`config.mk`:
```
export PLATFORM = sky130hd
export DESIGN_NAME = discharge_state_detector
export DESIGN_NICKNAME = d
export VERILOG_FILES = /design/src/rtl/edm_pkg.sv /design/src/rtl/sat_counter.sv /design/src/rtl/discharge_state_detector.sv
export SDC_FILE = /design/constraint.sdc
export NUM_CORES = 1
export LEC_CHECK = 0
export ABC_CLOCK_PERIOD_IN_PS = 9300
export BUFFER_PORTS_ARGS = -buffer_cell sky130_fd_sc_hd__buf_4
export CAP_MARGIN = 10
export CORE_MARGIN = 4
export CORE_UTILIZATION = 60
export DETAILED_ROUTE_END_ITERATION = 8
export GPL_TIMING_DRIVEN = 1
export MAX_ROUTING_LAYER = met4
export PLACE_DENSITY = 0.85
export SLEW_MARGIN = 20
export SYNTH_ARGS = -nofsm -noshare
export SYNTH_HDL_FRONTEND = slang
export SYNTH_SLANG_ARGS = --single-unit
```
`constraint.sdc`:
```
create_clock -name clk -period 9.3 [get_ports clk]
set_input_delay 1.86 -clock clk [delete_from_list [all_inputs] [get_ports clk]]
set_output_delay 1.86 -clock clk [all_outputs]
set_load 0.05 [all_outputs]
```
`src/rtl/edm_pkg.sv`:
```
// Shared EDM gap-monitor definitions: gap classes, detector FSM states and
// sign-magnitude sample field positions.
package edm_pkg;

  // Sign-magnitude sample word layout (scaler output format)
  localparam int unsigned SM_SIGN    = 15;
  localparam int unsigned SM_MAG_MSB = 14;
  localparam int unsigned SM_W       = SM_SIGN + 1;
  localparam int unsigned MAG_W      = SM_MAG_MSB + 1;

  // Gap classification codes as reported on result_type
  localparam int unsigned GAP_W      = 2;
  localparam logic [GAP_W-1:0] GAP_OPEN   = 2'd0;
  localparam logic [GAP_W-1:0] GAP_NORMAL = 2'd1;
  localparam logic [GAP_W-1:0] GAP_ARC    = 2'd2;
  localparam logic [GAP_W-1:0] GAP_SHORT  = 2'd3;

  // Detector FSM states, visible to the host on gap_state
  typedef enum logic [1:0] {
    ST_IDLE   = 2'd0,
    ST_DELAY  = 2'd1,
    ST_DISCH  = 2'd2,
    ST_REPORT = 2'd3
  } gap_state_e;

endpackage

```
`src/rtl/sat_counter.sv`:
```
// Saturating up-counter with synchronous clear (clear beats increment).
// Ports: clk, rst_n, inc (count one), clr (zero), count (current value).
module sat_counter #(
  parameter int unsigned W = 16
) (
  input  logic         clk,
  input  logic         rst_n,
  input  logic         inc,
  input  logic         clr,
  output logic [W-1:0] count
);

  always_ff @(posedge clk or negedge rst_n) begin
    if (!rst_n) begin
      count <= '0;
    end else if (clr) begin
      count <= '0;
    end else if (inc && (count != '1)) begin
      count <= count + W'(1);
    end
  end

endmodule

```
`src/rtl/discharge_state_detector.sv`:
```
// Classifies each EDM pulse as OPEN/NORMAL/ARC/SHORT from sign-magnitude
// current/voltage samples, reports one result per pulse with its ignition
// delay, and keeps saturating per-type statistics.
// Ports: clk, rst_n; sample_current/sample_voltage/sample_en (scaler samples);
// pulse_on (generator gate); v_short_th/i_dis_th/td_arc_min (thresholds);
// clr_stats; result_valid/result_type/result_td (per-pulse report);
// cnt_open/cnt_normal/cnt_arc/cnt_short (totals); gap_state (live FSM state).
module discharge_state_detector
  import edm_pkg::*;
#(
  parameter int unsigned TD_W  = 16,
  parameter int unsigned CNT_W = 16
) (
  input  logic              clk,
  input  logic              rst_n,
  input  logic [SM_W-1:0]   sample_current,
  input  logic [SM_W-1:0]   sample_voltage,
  input  logic              sample_en,
  input  logic              pulse_on,
  input  logic [MAG_W-1:0]  v_short_th,
  input  logic [MAG_W-1:0]  i_dis_th,
  input  logic [TD_W-1:0]   td_arc_min,
  input  logic              clr_stats,
  output logic              result_valid,
  output logic [GAP_W-1:0]  result_type,
  output logic [TD_W-1:0]   result_td,
  output logic [CNT_W-1:0]  cnt_open,
  output logic [CNT_W-1:0]  cnt_normal,
  output logic [CNT_W-1:0]  cnt_arc,
  output logic [CNT_W-1:0]  cnt_short,
  output logic [1:0]        gap_state
);

  gap_state_e        state_q, state_d;
  logic              pulse_on_q;
  logic [TD_W-1:0]   td_cnt_q, td_cnt_d, td_next;
  logic [MAG_W-1:0]  v_th_q, v_th_d, i_th_q, i_th_d;
  logic [TD_W-1:0]   arc_q, arc_d;
  logic [GAP_W-1:0]  pend_type_q, pend_type_d;
  logic [TD_W-1:0]   pend_td_q, pend_td_d;
  logic              valid_d;
  logic [GAP_W-1:0]  type_q, type_d;
  logic [TD_W-1:0]   td_q, td_d;
  logic [3:0]        cnt_inc;
  logic              pulse_start;
  logic [MAG_W-1:0]  i_mag, v_mag;
  logic              sign_unused;

  // Only magnitudes matter; -0 naturally reads as 0
  assign i_mag       = sample_current[SM_MAG_MSB:0];
  assign v_mag       = sample_voltage[SM_MAG_MSB:0];
  assign sign_unused = sample_current[SM_SIGN] ^ sample_voltage[SM_SIGN];

  // pulse_on_q resets high so a gate already high at release is not a start
  assign pulse_start = pulse_on & ~pulse_on_q;
  assign td_next     = (td_cnt_q == '1) ? td_cnt_q : td_cnt_q + TD_W'(1);

  // Next-state, classification and report logic
  always_comb begin
    state_d     = state_q;
    td_cnt_d    = td_cnt_q;
    v_th_d      = v_th_q;
    i_th_d      = i_th_q;
    arc_d       = arc_q;
    pend_type_d = pend_type_q;
    pend_td_d   = pend_td_q;
    valid_d     = 1'b0;
    type_d      = type_q;
    td_d        = td_q;
    cnt_inc     = '0;

    unique case (state_q)
      ST_IDLE, ST_REPORT: begin
        if (pulse_start) begin
          state_d  = ST_DELAY;
          td_cnt_d = '0;
          v_th_d   = v_short_th;
          i_th_d   = i_dis_th;
          arc_d    = td_arc_min;
        end else begin
          state_d  = ST_IDLE;
        end
      end
      ST_DELAY: begin
        td_cnt_d = td_next;
        // Breakdown outranks a coincident gate fall; DISCH then reports it
        if (sample_en && (i_mag >= i_th_q)) begin
          state_d   = ST_DISCH;
          pend_td_d = td_next;
          if (v_mag < v_th_q)       pend_type_d = GAP_SHORT;
          else if (td_next < arc_q) pend_type_d = GAP_ARC;
          else                      pend_type_d = GAP_NORMAL;
        end else if (!pulse_on) begin
          state_d          = ST_REPORT;
          valid_d          = 1'b1;
          type_d           = GAP_OPEN;
          td_d             = td_next;
          cnt_inc[GAP_OPEN] = 1'b1;
        end
      end
      ST_DISCH: begin
        if (!pulse_on) begin
          state_d              = ST_REPORT;
          valid_d              = 1'b1;
          type_d               = pend_type_q;
          td_d                 = pend_td_q;
          cnt_inc[pend_type_q] = 1'b1;
        end
      end
      default: state_d = ST_IDLE;
    endcase
  end

  // State and datapath registers
  always_ff @(posedge clk or negedge rst_n) begin
    if (!rst_n) begin
      state_q      <= ST_IDLE;
      pulse_on_q   <= 1'b1;
      td_cnt_q     <= '0;
      v_th_q       <= '0;
      i_th_q       <= '0;
      arc_q        <= '0;
      pend_type_q  <= '0;
      pend_td_q    <= '0;
      result_valid <= 1'b0;
      type_q       <= '0;
      td_q         <= '0;
    end else begin
      state_q      <= state_d;
      pulse_on_q   <= pulse_on;
      td_cnt_q     <= td_cnt_d;
      v_th_q       <= v_th_d;
      i_th_q       <= i_th_d;
      arc_q        <= arc_d;
      pend_type_q  <= pend_type_d;
      pend_td_q    <= pend_td_d;
      result_valid <= valid_d;
      type_q       <= type_d;
      td_q         <= td_d;
    end
  end

  assign result_type = type_q;
  assign result_td   = td_q;
  assign gap_state   = state_q;

  // Per-type statistics
  sat_counter #(.W(CNT_W)) u_cnt_open (
    .clk(clk), .rst_n(rst_n), .inc(cnt_inc[GAP_OPEN]),   .clr(clr_stats), .count(cnt_open));
  sat_counter #(.W(CNT_W)) u_cnt_normal (
    .clk(clk), .rst_n(rst_n), .inc(cnt_inc[GAP_NORMAL]), .clr(clr_stats), .count(cnt_normal));
  sat_counter #(.W(CNT_W)) u_cnt_arc (
    .clk(clk), .rst_n(rst_n), .inc(cnt_inc[GAP_ARC]),    .clr(clr_stats), .count(cnt_arc));
  sat_counter #(.W(CNT_W)) u_cnt_short (
    .clk(clk), .rst_n(rst_n), .inc(cnt_inc[GAP_SHORT]),  .clr(clr_stats), .count(cnt_short));

endmodule

```
Word level (Yosys, flattened, before mapping)
Index checks and enable logic that the tools add are counted.
Widths: inputs -> output; s select.
{"block": "classes", "addsub": 5, "n_eq_ne": 12, "reduce_logical": 18, "bitwise_logic": 2, "muxes": 33, "magnitude_cmp": 5}
{"cell": "$mux 16", "n": 13}
{"cell": "$add 16x1->16 const B", "n": 5}
{"cell": "$ne 16x16->1 const B", "n": 4}
{"cell": "$pmux 16 s2", "n": 2}
{"cell": "$eq 16x16->1 const B", "n": 1}
{"cell": "$lt 16x16->1", "n": 1}
{"cell": "$ge 15x15->1", "n": 1}
{"cell": "$lt 15x15->1", "n": 1}
{"cell": "$mux 2", "n": 7}
{"cell": "$reduce_bool 2->1", "n": 6}
{"cell": "$ne 2x2->1 const B", "n": 4}
{"cell": "$logic_and 1x1->1", "n": 6}
{"cell": "$pmux 2 s3", "n": 1}
{"cell": "$reduce_and 2->1", "n": 3}
{"cell": "$eq 2x2->1 const B", "n": 2}
{"cell": "$mux 1", "n": 4}
{"cell": "$mux 4", "n": 1}
{"cell": "$pmux 1 s2", "n": 2}
{"cell": "$pmux 2 s2", "n": 1}
{"cell": "$reduce_and 4->1", "n": 1}
{"cell": "$lt 2x3->1 const B", "n": 1}
{"cell": "$mux 3", "n": 1}
{"cell": "$demux 1 s2", "n": 1}
{"cell": "$eq 2x1->1 const B", "n": 1}
{"cell": "other kinds (5)", "n": 5}
{"block": "totals", "input_bits": 83, "register_bits": 166, "word_cells": 90, "out_inout_bits": 85}

Longest topological paths before layout
Gate-level depths: netlist of run 1.
{"block": "logic_depth", "ltp_word": 9, "ltp_mapped": 15, "ltp_nobuf": 15}

By module
Synthesis of run 1 repeated with hierarchy kept, for this count alone.
{"block": "hier_totals", "cells_unflattened": 992, "hier_area_um2": 9603.0}
{"mod": "discharge_state_detector", "cells_each": 600, "n_inst": 1, "seq_area_each_um2": 2553.7, "area_per_inst_um2": 5834.3}
{"mod": "sat_counter", "cells_each": 98, "n_inst": 4, "seq_area_each_um2": 400.4, "area_per_inst_um2": 942.2}

Least setup slack after synthesis of run 1
OpenSTA, ideal clock, no wires.
{"block": "synth_timing", "path_type": "input port to flip-flop", "start": "in sample_current[10]", "end": "reg pend_type_q[0]", "t_arrival_ns": 3.730, "path_stages": 8, "slack_ns": 5.434, "path_buffers": 2, "setup_time_ns": 0.136, "required_time_ns": 9.164, "path_cell_list": "ha_1 -> and3_1 -> and3_1 -> a221oi_1 -> a311o_1 -> clkbuf_1 -> clkbuf_1 -> o21ai_0"}
{"block": "synth_via", "elab_chain_len": 3}
{"item": "start: declaration", "line_no": "discharge_state_detector.sv:16", "text": "input logic [SM_W-1:0] sample_current,"}
{"item": "$ge 15x15->1", "line_no": "discharge_state_detector.sv:87", "text": "if (sample_en && (i_mag >= i_th_q)) begin"}
{"item": "$logic_and 1x1->1", "line_no": "discharge_state_detector.sv:87"}
{"item": "$reduce_and 2->1 (no source line)"}
{"item": "end signal: assignment", "line_no": "discharge_state_detector.sv:135", "text": "pend_type_q <= pend_type_d;"}
{"item": "end: declaration", "line_no": "discharge_state_detector.sv:39", "text": "logic [GAP_W-1:0] pend_type_q, pend_type_d;"}
Every way passes these cells.
A chain may end at the register's enable or synchronous reset.

Worst setup path in the final report of run 1
{"block": "layout_timing", "start": "in sample_current[12]", "end": "reg td_q[3], in the netlist result_td[3]"}
{"block": "layout_via", "elab_chain_len": 4}
{"item": "$ge 15x15->1", "line_no": "discharge_state_detector.sv:87"}
{"item": "$logic_and 1x1->1", "line_no": "discharge_state_detector.sv:87"}
{"item": "$ne 2x2->1 (no source line)"}
{"item": "$reduce_and 4->1 (no source line)"}
{"item": "end signal: assignment", "line_no": "discharge_state_detector.sv:139", "text": "td_q <= td_d;"}
{"item": "end: declaration", "line_no": "discharge_state_detector.sv:43", "text": "logic [TD_W-1:0] td_q, td_d;"}
Every way passes these cells.

==> results.md, run 1 <==
- Drc violations: 0
- Crit path cell chain: buf_4, ha_1, and4_1, and3_1, a221oi_1, a311o_1, buf_4, nand2_1, mux2_2
- Mean routed wirelength per cell: 16.42 um
- Multiplexer share of the synthesized area: 0.07906
- Adder-Cell Fraction of Synth Area: 0.07342
- Pins Over Slew Limit: 0
- Die height: 129.5 um
- DR vias: approximately 7100
- Fillcell total: roughly 1000
- Worst slew pin tran: 944.9 ps
- Pwr dens: 186.4 nW/um^2
- Maximum VDD drop: 0.0001800 V
- Synth async-reset ratio: 1.000
- Fmax: 0.2254 GHz
- Fin. Hold Viols: 0
- Post-synth top area share: 0.4659
- Vias per cell: 5.703
- Top cell family by delay on the critical path: simple AND/OR/NAND/NOR gates
- Largest net degree at the start of global routing: a little over 90
- H-tree depth: 4
- Post-route ant nets: 0
- Leakage: 5.342 nW
- Crit path top cell by count: buf_4
- WP data required: slightly below 10000 ps
- Port bufs: approximately 170
- Iter 0 DRT Violations: ~600
- First-pass GRT wire length: 33.54 mm
- Diode count: 0
- Core footprint: between 10000 and 15000 sq um
- Clock latency at the later pin of the worst-skew pair: 430 ps
- Setup CP Type: primary input to register
- Count of hold-fix buffers inserted at cts: 0
- Design Area, Final: between 10000 and 15000 sq um
- Tmin final: between 4000 and 5000 ps
- CTS Root Buffer Type: clkbuf_16
- Tot GR Track Use: 0.2584
- GPL Wtd Cong: 0.8765
- Largest area contributor in the netlist: dfrtp_1
- Syn Inst Count: between 800 and 900
- Crit path max fanout: 38
- Bufs and invs on worst path: 2
- Num CTS Buffers: 17
- XOR/XNOR share of the synthesized area: 0.06438
- Antenna violations before repair: 0
- Placed Area: 10210 sq um
- Vias in the first global route: 6883
- Arrival @ worst endpoint: around 4800 ps
- Final setup margin: 4864 ps
- Synth Cell Area: 8862 sq um
- TritonCTS clock tree: built
- Crit. End Element: register
- Largest family of logic cells by synthesized area: simple AND/OR/NAND/NOR gates
- Layout cell share with drive strength beyond 1: 0.2538
- Setup Skew: 14.22 ps
- Post-synthesis simple-gate area fraction: 0.1569
- GR Overflow Total: 0
- Final setup TNS: 0 ps
- Longest Clk Path Bufs: 2
- Largest cells by area after synthesis: dfrtp_1, ha_1, mux2_2
- Area of the multi-input gates: 4293 sq um
- Final WL: 20.43 mm
- Hold WC Path Type: register to register
- CP startpoint kind: primary input
- Slowest-stage cell, CP: nand2_1
- Main flop type after synthesis: dfrtp_1
- Die W: 129.5 um
- Most frequent cells in the layout: buf_4, dfrtp_1, nor2_1, nand2_1, inv_1
- Row Count: 44
- P&R area growth vs syn: 22.66%
- Slew headroom: 0.3701
- Worst-path clk slew: 60 ps
- Post-CTS Resized: 0
- RSZ-0062 raised after global routing: false
- Synthesized flop and latch total: 166
- Finished Core Util: 0.7508
- FF+latch area: 4155 sq um
- Post-synthesis compound-gate area fraction: 0.1107
- CP peak stage delay: roughly 620 ps
- Ys Warns: 0
- Setup Fix Bufs, Post-CTS: 0
- Router iterations before antenna repair: 5
- Syn Nets: just over 1000
- Sequential area share after synthesis: 0.4689
- Setup violators final: 0
- Period utilisation layout: 0.4770
- Mean Syn Cell Area: 9.924 sq um
- DP HPWL: 14.47 mm
- Outcome: finished, final reports clean
- Die area: 16780 sq um
- Initial core utilization: 0.6121
- Distinct cells, synth: 60
- I/O pin count: 168
- Final hold slack: 483.5 ps
- Final #Nets: 1182
- Max_cap viols: 0
- Most common cell after layout, fill and taps aside: buf_4
- Post-synth EDFFs: 0
- Sink Count: roughly 170
- Setup WS pre-CTS: 4387 ps
## through the flow
stage	cells	total power [mW]
2_1_floorplan	893	1.125
3_3_place_gp	1212	1.232
3_5_place_dp	1212	1.256
4_1_cts	1244	2.042
5_1_grt	1244	2.128
6_report	1244	2.026
## cell families (layout without fill, tap and decap cells)
family	Yosys count	count (layout)
flops	166	166
fa+ha+maj	52	52
compound gates	155	155
simple gates	291	291
mux	63	63
buf+inv	103	270
xor+xnor	63	63
## worst paths after layout
path                       cells after the start  slack [ps]               start                  to
setup / recovery                               9        4860  sample_current[12]        result_td[3]
hold / removal                                 2         480        result_td[4]        result_td[4]
setup reg to reg                              14        5470         td_cnt_q[0]      pend_type_q[1]
hold reg to reg                                2         480        result_td[4]        result_td[4]
max in group asynchronous                      2        6330               rst_n            arc_q[5]
min in group asynchronous                      1        1520               rst_n  u_cnt_arc.count[9]
## worst min-delay path: cells and delay by family (launching register included)
| kind | cells | cell delay, ps |
|---|---|---|
| flops | 1 | 340 |
| compound gates | 1 | 60 |
| simple gates | 1 | 50 |
## layer usage
metal | vias to the layer above | wire (um) | GRT usage | part of all wire
li1 | 3401 | - | - | -
met1 | 3438 | 8613 | 0.3324 | 0.42
met2 | 225 | 10070 | 0.4113 | 0.49
met3 | 31 | 1381 | 0.06678 | 0.068
met4 | 0 | 369 | 0.06846 | 0.018
met5 | - | 0 | - | 0
## cells in the mapped netlist (3+ instances only)
cell and instances:
nor4_1 3, nand3b_1 7, and4_1 7, nand2_1 80, a31oi_1 3, ha_1 52, buf_2 4, mux2_2 54
nand3_1 32, dfrtp_1 165, nand4_1 20, o31ai_1 10, clkbuf_1 26, nor3_1 3, a211oi_1 12, a21o_1 13
mux2i_1 7, inv_1 68, xor2_1 33, and2_1 3, nor2b_1 4, nor2_1 99, xnor2_1 29, a21oi_1 34
or3_1 5, o21ai_0 59, and3_1 17
## final cells by class
cell class                      count  share of cell area
Clock buffer                       21             0.04236
Tap cell                          184             0.02118
Timing Repair Buffer              170              0.1177
Inverter                           68             0.02348
Sequential cell                   166              0.3823
Clock inverter                     11             0.01807
Multi-Input combinational cell    624              0.3949
## state kept, by name, indices dropped and copies added, names as in the netlist
name and flops:
result_type 2, u_cnt_arc.count 16, pulse_on_q 1, u_cnt_open.count 16
arc_q 16, result_valid 1, u_cnt_short.count 16, gap_state 2
pend_type_q 2, result_td 16, v_th_q 15, u_cnt_normal.count 16
td_cnt_q 16, i_th_q 15, pend_td_q 16
## power by group
group / leakage (nW) / switching [mW] / total (mW) / internal (mW)
Combinational: 2.83 / 0.217 / 0.392 / 0.175
Sequential: 2.20 / 0.0521 / 0.855 / 0.802
Clock: 0.314 / 0.287 / 0.779 / 0.492
Total: 5.34 / 0.556 / 2.03 / 1.47
Power figures use the tool's default switching activity.
==> run 2: changes to the inputs <==
Settings changed: ABC_CLOCK_PERIOD_IN_PS 9300 to 4400, CORE_UTILIZATION 60 to 56, PLACE_DENSITY 0.85 to 0.81.
Clock period 9.3 ns to 4.4 ns, I/O delays scaled along.
==> run 2 against run 1 <==
Sequential share of layout area decreased by 0.053 points. Cell area increased by 0.14%. Clock power increased by 100%. Clock skew decreased by 8.3 ps. Non-clock buffer count increased by 2. Count of clock-buffer cells in the layout decreased by 1. Routed wire length decreased by 3.3%. Die area increased by 6.7%. Largest cell class unchanged. Highest routed layer unchanged.
==> results.md, run 2 (synthesis gave the netlist of run 1 again) <==
- Hold WC Path Type: register to register
- Largest net degree at the start of global routing: 96
- Initial core utilization: 0.5766
- Layout cell share with drive strength beyond 1: 0.2552
- Placed Area: approximately 10000 sq um
- Max_cap viols: 0
- Die area: 17900 sq um
- Sw Share: 0.2784
- Sw power: 1.168 mW
- Router iterations before antenna repair: 5
- Design Area, Final: 10890 sq um
- Longest Clk Path Bufs: 2
- GPL Wtd Cong: a little under 0.9
- Crit path cell chain: ha_1, nand4_1, or4_1, nand3_1, xor2_1, inv_1, ha_1, a211oi_1, nor2_1, nor2_1, a2111oi_0, a221o_1, nor2b_4, o21ai_2
- H-tree depth: 4
- RSZ-0062 raised after global routing: false
- Maximum VDD drop: around 0.00038 V
- Num CTS Buffers: 17
- Worst slew pin tran: 874.2 ps
- Port bufs: 165
- DP HPWL: roughly 14 mm
- First-pass GRT wire length: 33.25 mm
- Fin. Hold Viols: 0
- Count of hold-fix buffers inserted at cts: 0
- Worst-path clk slew: 60 ps
- Setup CP Type: register to register
- Drc violations: 0
- Vias per cell: 5.462
- Placed Cells: 1241
- Mean routed wirelength per cell: 15.51 um
- Diode count: 0
- Setup violators final: 0
- Fmax: ~0.27 GHz
- I/O pin count: 168
- Outcome: finished, final reports clean
- P&R area growth vs syn: 22.83%
- Setup Fix Bufs, Post-CTS: 0
- Crit. End Element: register
- Leakage: 5.338 nW
- Row Count: 45
- Final #Nets: about 1200
- Period utilisation layout: 0.8561
- Slew headroom: 0.4158
- Final setup TNS: 0 ps
- Die height: 133.8 um
- Final WL: slightly below 20 mm
- CTS Root Buffer Type: clkbuf_16
- Most common cell after layout, fill and taps aside: buf_4
- Post-route ant nets: 0
- Arrival @ worst endpoint: between 4000 and 5000 ps
- Sink Count: 166
- Logic pwr share: 0.194
- Pwr dens: 385.5 nW/um^2
- Top cell family by delay on the critical path: simple AND/OR/NAND/NOR gates
- Iter 0 DRT Violations: 350
- Post-CTS Resized: 0
- Clock latency at the later pin of the worst-skew pair: roughly 420 ps
- Bufs and invs on worst path: 1
- Crit path max fanout: 5
- CP peak stage delay: 590 ps
- TritonCTS clock tree: built
- Most frequent cells in the layout: buf_4, dfrtp_1, nor2_1, nand2_1, inv_1
- Slowest-stage cell, CP: or4_1
- Clock Power Share: 0.375
- WP data required: approximately 4800 ps
- Setup Skew: 5.970 ps
- Core footprint: 15370 sq um
- Tot GR Track Use: 0.2345
- Antenna violations before repair: 0
- Pins Over Slew Limit: 0
- Die W: 133.8 um
- Pint: 3.028 mW
- Tmin final: 3767 ps
- Final hold slack: 481.9 ps
- DR vias: 6953
- GR Overflow Total: 0
- Vias in the first global route: a little under 7000
- Finished Layout Cells: 1273
- Fillcell total: 1148
- CP startpoint kind: register
- Sequential fraction of design power: 0.431
[run 2: cell types whose count changed in the layout (fill, tap and decap cells not counted), sizes merged]
cell | before | now
buf | 170 | 172
clkinv | 3 | 5
clkbuf | 21 | 20
bufinv | 5 | 4
[run 2: path summary, 6_finish.rpt]
kind	slack, ps	start	depth (start not counted)	to
min reg2reg	480	result_td[11]	2	result_td[11]
max	630	td_cnt_q[0]	14	pend_type_q[1]
min in group asynchronous	530	rst_n	1	u_cnt_arc.count[13]
max reg2reg	630	td_cnt_q[0]	14	pend_type_q[1]
max in group asynchronous	2930	rst_n	2	pend_td_q[13]
min	480	result_td[11]	2	result_td[11]
[run 2: layer usage]
metal | up-vias | share of wire | track usage
met5 | - | 0 | -
met4 | 0 | 0.023 | 0.07771
met3 | 36 | 0.058 | 0.05889
met2 | 186 | 0.47 | 0.3630
met1 | 3327 | 0.44 | 0.3049
li1 | 3404 | - | -
[run 2: power by group through the flow]
stage | combinational, mW | clock, mW | sequential, mW
2_1_floorplan | 0.513 | 0 | 1.86
3_3_place_gp | 0.787 | 0 | 1.82
3_5_place_dp | 0.816 | 0 | 1.84
4_1_cts | 0.828 | 1.60 | 1.81
5_1_grt | 0.925 | 1.67 | 1.83
6_report | 0.815 | 1.57 | 1.81
[run 2: tightest hold or removal path, stage by stage (launching register included)]
cell and delay, ps:
dfrtp_1 350, nand2_1 50, o21ai_0 60
[run 2: area by class of cell]
type                       instances  area [sq um]  area share
inverter                          68         255.2     0.02345
clock buffer                      20         446.7     0.04103
tap                              211         264.0     0.02425
multi-input combinational        624          4293      0.3944
clock inverter                    12         176.4     0.01621
sequential                       166          4155      0.3817
timing repair buffer             172          1295      0.1190
[run 2: stage by stage]
step | worst slack, ps | util | total power, mW
floorplan | 1210 | - | 2.378
global placement | 792.9 | 0.6676 | 2.611
global route | 330.8 | 0.7082 | 4.425
detailed placement | 699.1 | 0.6676 | 2.651
finish | 633.3 | 0.7082 | 4.197
CTS | 646.4 | 0.7082 | 4.239
==> run 3: changes to the inputs <==
Settings changed: CORE_UTILIZATION 56 to 57, SYNTH_HIERARCHICAL from default to 1.
==> run 3 against run 2 <==
Setup slack better by 310 ps. Critical path depth is 4 lower. Die area is 6.1% higher. Critical endpoint unchanged. Largest cell class unchanged. Largest power group unchanged. Highest routed layer unchanged.
==> results.md, run 3 <==
- Synth Cell Area: between 9000 and 10000 sq um
- Capture point of the worst reg-to-reg path: pend_type_q[1]
- Largest cells by area after synthesis: dfrtp_1, ha_1, mux2_2
- GR Overflow Total: 0
- Count of hold-fix buffers inserted at cts: 0
- Num CTS Buffers: 17
- Diode count: 0
- Synth async-reset ratio: 1.000
- Flop2flop setup slack: 940 ps
- DR vias: 8137
- Syn Nets: 1127
- Distinct cells, synth: 65
- Fmax: 0.2892 GHz
- First-pass GRT wire length: between 30 and 40 mm
- Worst slew pin tran: 895.7 ps
- Main flop type after synthesis: dfrtp_1
- Setup Fix Bufs, Post-CTS: 0
- Crit path max fanout: 8
- Most frequent cells in the layout: buf_4, dfrtp_1, nand2_1, a21oi_1, inv_1
- Design Area, Final: 11600 sq um
- Clock latency at the later pin of the worst-skew pair: 420 ps
- Largest area contributor in the netlist: dfrtp_1
- I/O pin count: 168
- DP HPWL: 16.19 mm
- Hold WC Path Type: primary input to async pin
- Vias per cell: about 5.9
- Post-synth EDFFs: 0
- XOR/XNOR share of the synthesized area: 0.009121
- Pins Over Slew Limit: 0
- Tmin final: 3458 ps
- Die height: 137.8 um
- GPL Wtd Cong: 0.9089
- Router iterations before antenna repair: 5
- Largest family of logic cells by synthesized area: simple AND/OR/NAND/NOR gates
- Largest net degree at the start of global routing: 81
- Layout cell share with drive strength beyond 1: 0.2461
- R2r startpoint: td_cnt_q[0]
- TritonCTS clock tree: built
- Post-synthesis compound-gate area fraction: 0.1677
- Port bufs: 165
- Iter 0 DRT Violations: roughly 630
- RSZ-0062 raised after global routing: false
- Final setup TNS: 0 ps
- Sequential area share after synthesis: 0.4327
- Leakage: 5.381 nW
- Initial core utilization: 0.5811
- Outcome: finished, final reports clean
- Period utilisation layout: 0.7859
- Setup CP Type: register to register
- Pwr dens: 318.4 nW/um^2
- Setup Skew: 8.616 ps
- P&R area growth vs syn: 20.78%
- Adder-Cell Fraction of Synth Area: 0.06775
- Die area: roughly 19000 sq um
- Mean routed wirelength per cell: approximately 17 um
- Ys Warns: 6
- Max_cap viols: 0
- Drc violations: 0
- R2r worst-path depth: 10
- Die W: 137.8 um
- Vias in the first global route: 7656
- H-tree depth: 4
- CP startpoint kind: register
- Longest Clk Path Bufs: 2
- Core footprint: approximately 17000 sq um
- Multiplexer share of the synthesized area: 0.07218
- Syn Inst Count: 992
- Antenna violations before repair: 0
- Setup violators final: 0
- Maximum VDD drop: 0.0002923 V
- Slew headroom: 0.3984
- Crit. End Element: register
- Final #Nets: 1273
- Post-synth top cells: dfrtp_1, nand2_1, a21oi_1
- Worst-path clk slew: 60 ps
- Most common cell after layout, fill and taps aside: buf_4
- Row Count: between 40 and 50
- Arrival @ worst endpoint: 3720 ps
- Post-synth top area share: 0.4300
- Count leader, synth: dfrtp_1
- Tot GR Track Use: 0.2494
- Post-CTS Resized: 0
- Post-synthesis simple-gate area fraction: 0.2004
- Final WL: ~23 mm
- Fillcell total: 1275
- Post-route ant nets: 0
- Mean Syn Cell Area: 9.680 sq um
- Fin. Hold Viols: 0
- WP data required: 4660 ps
- Synthesized flop and latch total: 166
- CTS Root Buffer Type: clkbuf_16
- Placed Area: 10990 sq um
- Sink Count: 166
run 3: cell types whose count changed after synthesis, sizes merged, moves of 20 or more:
cell / before / now
nor2: 99 / 40
a21oi: 35 / 76
xor2: 33 / 0
or4: 2 / 28
o31ai: 10 / 31
nor4: 3 / 23
xnor2: 30 / 10
run 3: logic make-up (layout without fill, tap and decap cells):
family                     count (synthesis)  after routing
AOI/OAI and AO/OA                        251            251
xor gates and xnor gates                  10             10
adders and majority gates                 52             52
buffers and inverters                    117            275
DFF                                      166            166
muxes                                     62             62
and+or+nand+nor                          334            334
run 3: metrics by stage:
stage,utilization,setup WS [ps],cells,hold WS (ps),total power [mW]
floorplan,-,788.2,992,437.9,1.971
global placement,0.6648,501.0,1339,454.0,2.143
detailed placement,0.6648,507.6,1339,462.0,2.164
CTS,0.7019,950.2,1370,479.4,3.726
global route,0.7019,751.1,1370,504.8,3.859
finish,0.7019,942.2,1370,433.0,3.693
run 3: cell type report:
class / instances / area, sq um / share of cell area
clock buffers: 21 / 460.4 / 0.03970
repair buffers: 173 / 1315 / 0.1134
well taps: 220 / 275.3 / 0.02373
multi-input cells: 709 / 4974 / 0.4288
clock inverters: 10 / 152.6 / 0.01316
inverters: 71 / 266.5 / 0.02298
flip-flops and latches: 166 / 4155 / 0.3583
run 3: worst max-delay path: stages (launching register included):
cell,delay (ps)
dfrtp_1,480
ha_1,330
nand4_1,210
nor4_1,560
mux2_2,450
ha_1,300
nand4_1,120
nor3_1,310
o211ai_1,180
o211ai_1,220
a31oi_1,120
run 3: where the power goes:
group | leakage (nW) | switching, mW | internal [mW]
registers | 2.23 | 0.0420 | 1.62
clock network | 0.302 | 0.584 | 0.972
logic | 2.85 | 0.283 | 0.191
total | 5.38 | 0.909 | 2.78
run 3: worst max-delay path by stage:
stage / to / startpoint
final: pend_type_q[1] / td_cnt_q[0]
after global routing: pend_type_q[1] / td_cnt_q[0]
after CTS: u_cnt_open/count[3] / sample_current[6]
after detailed placement: u_cnt_open/count[3] / sample_current[6]
after global placement: u_cnt_open/count[3] / sample_current[6]
after floorplan: u_cnt_open/count[3] / sample_current[6]
run 3: per-layer routing:
metal | global-route usage | vias to the layer above | routed length (um) | part of all wire
met5 | - | - | 0 | 0
met4 | 0.06751 | 0 | 372 | 0.016
met3 | 0.04858 | 28 | 1292 | 0.057
met2 | 0.3967 | 227 | 10960 | 0.48
met1 | 0.3297 | 3926 | 10060 | 0.44
li1 | - | 3956 | - | -
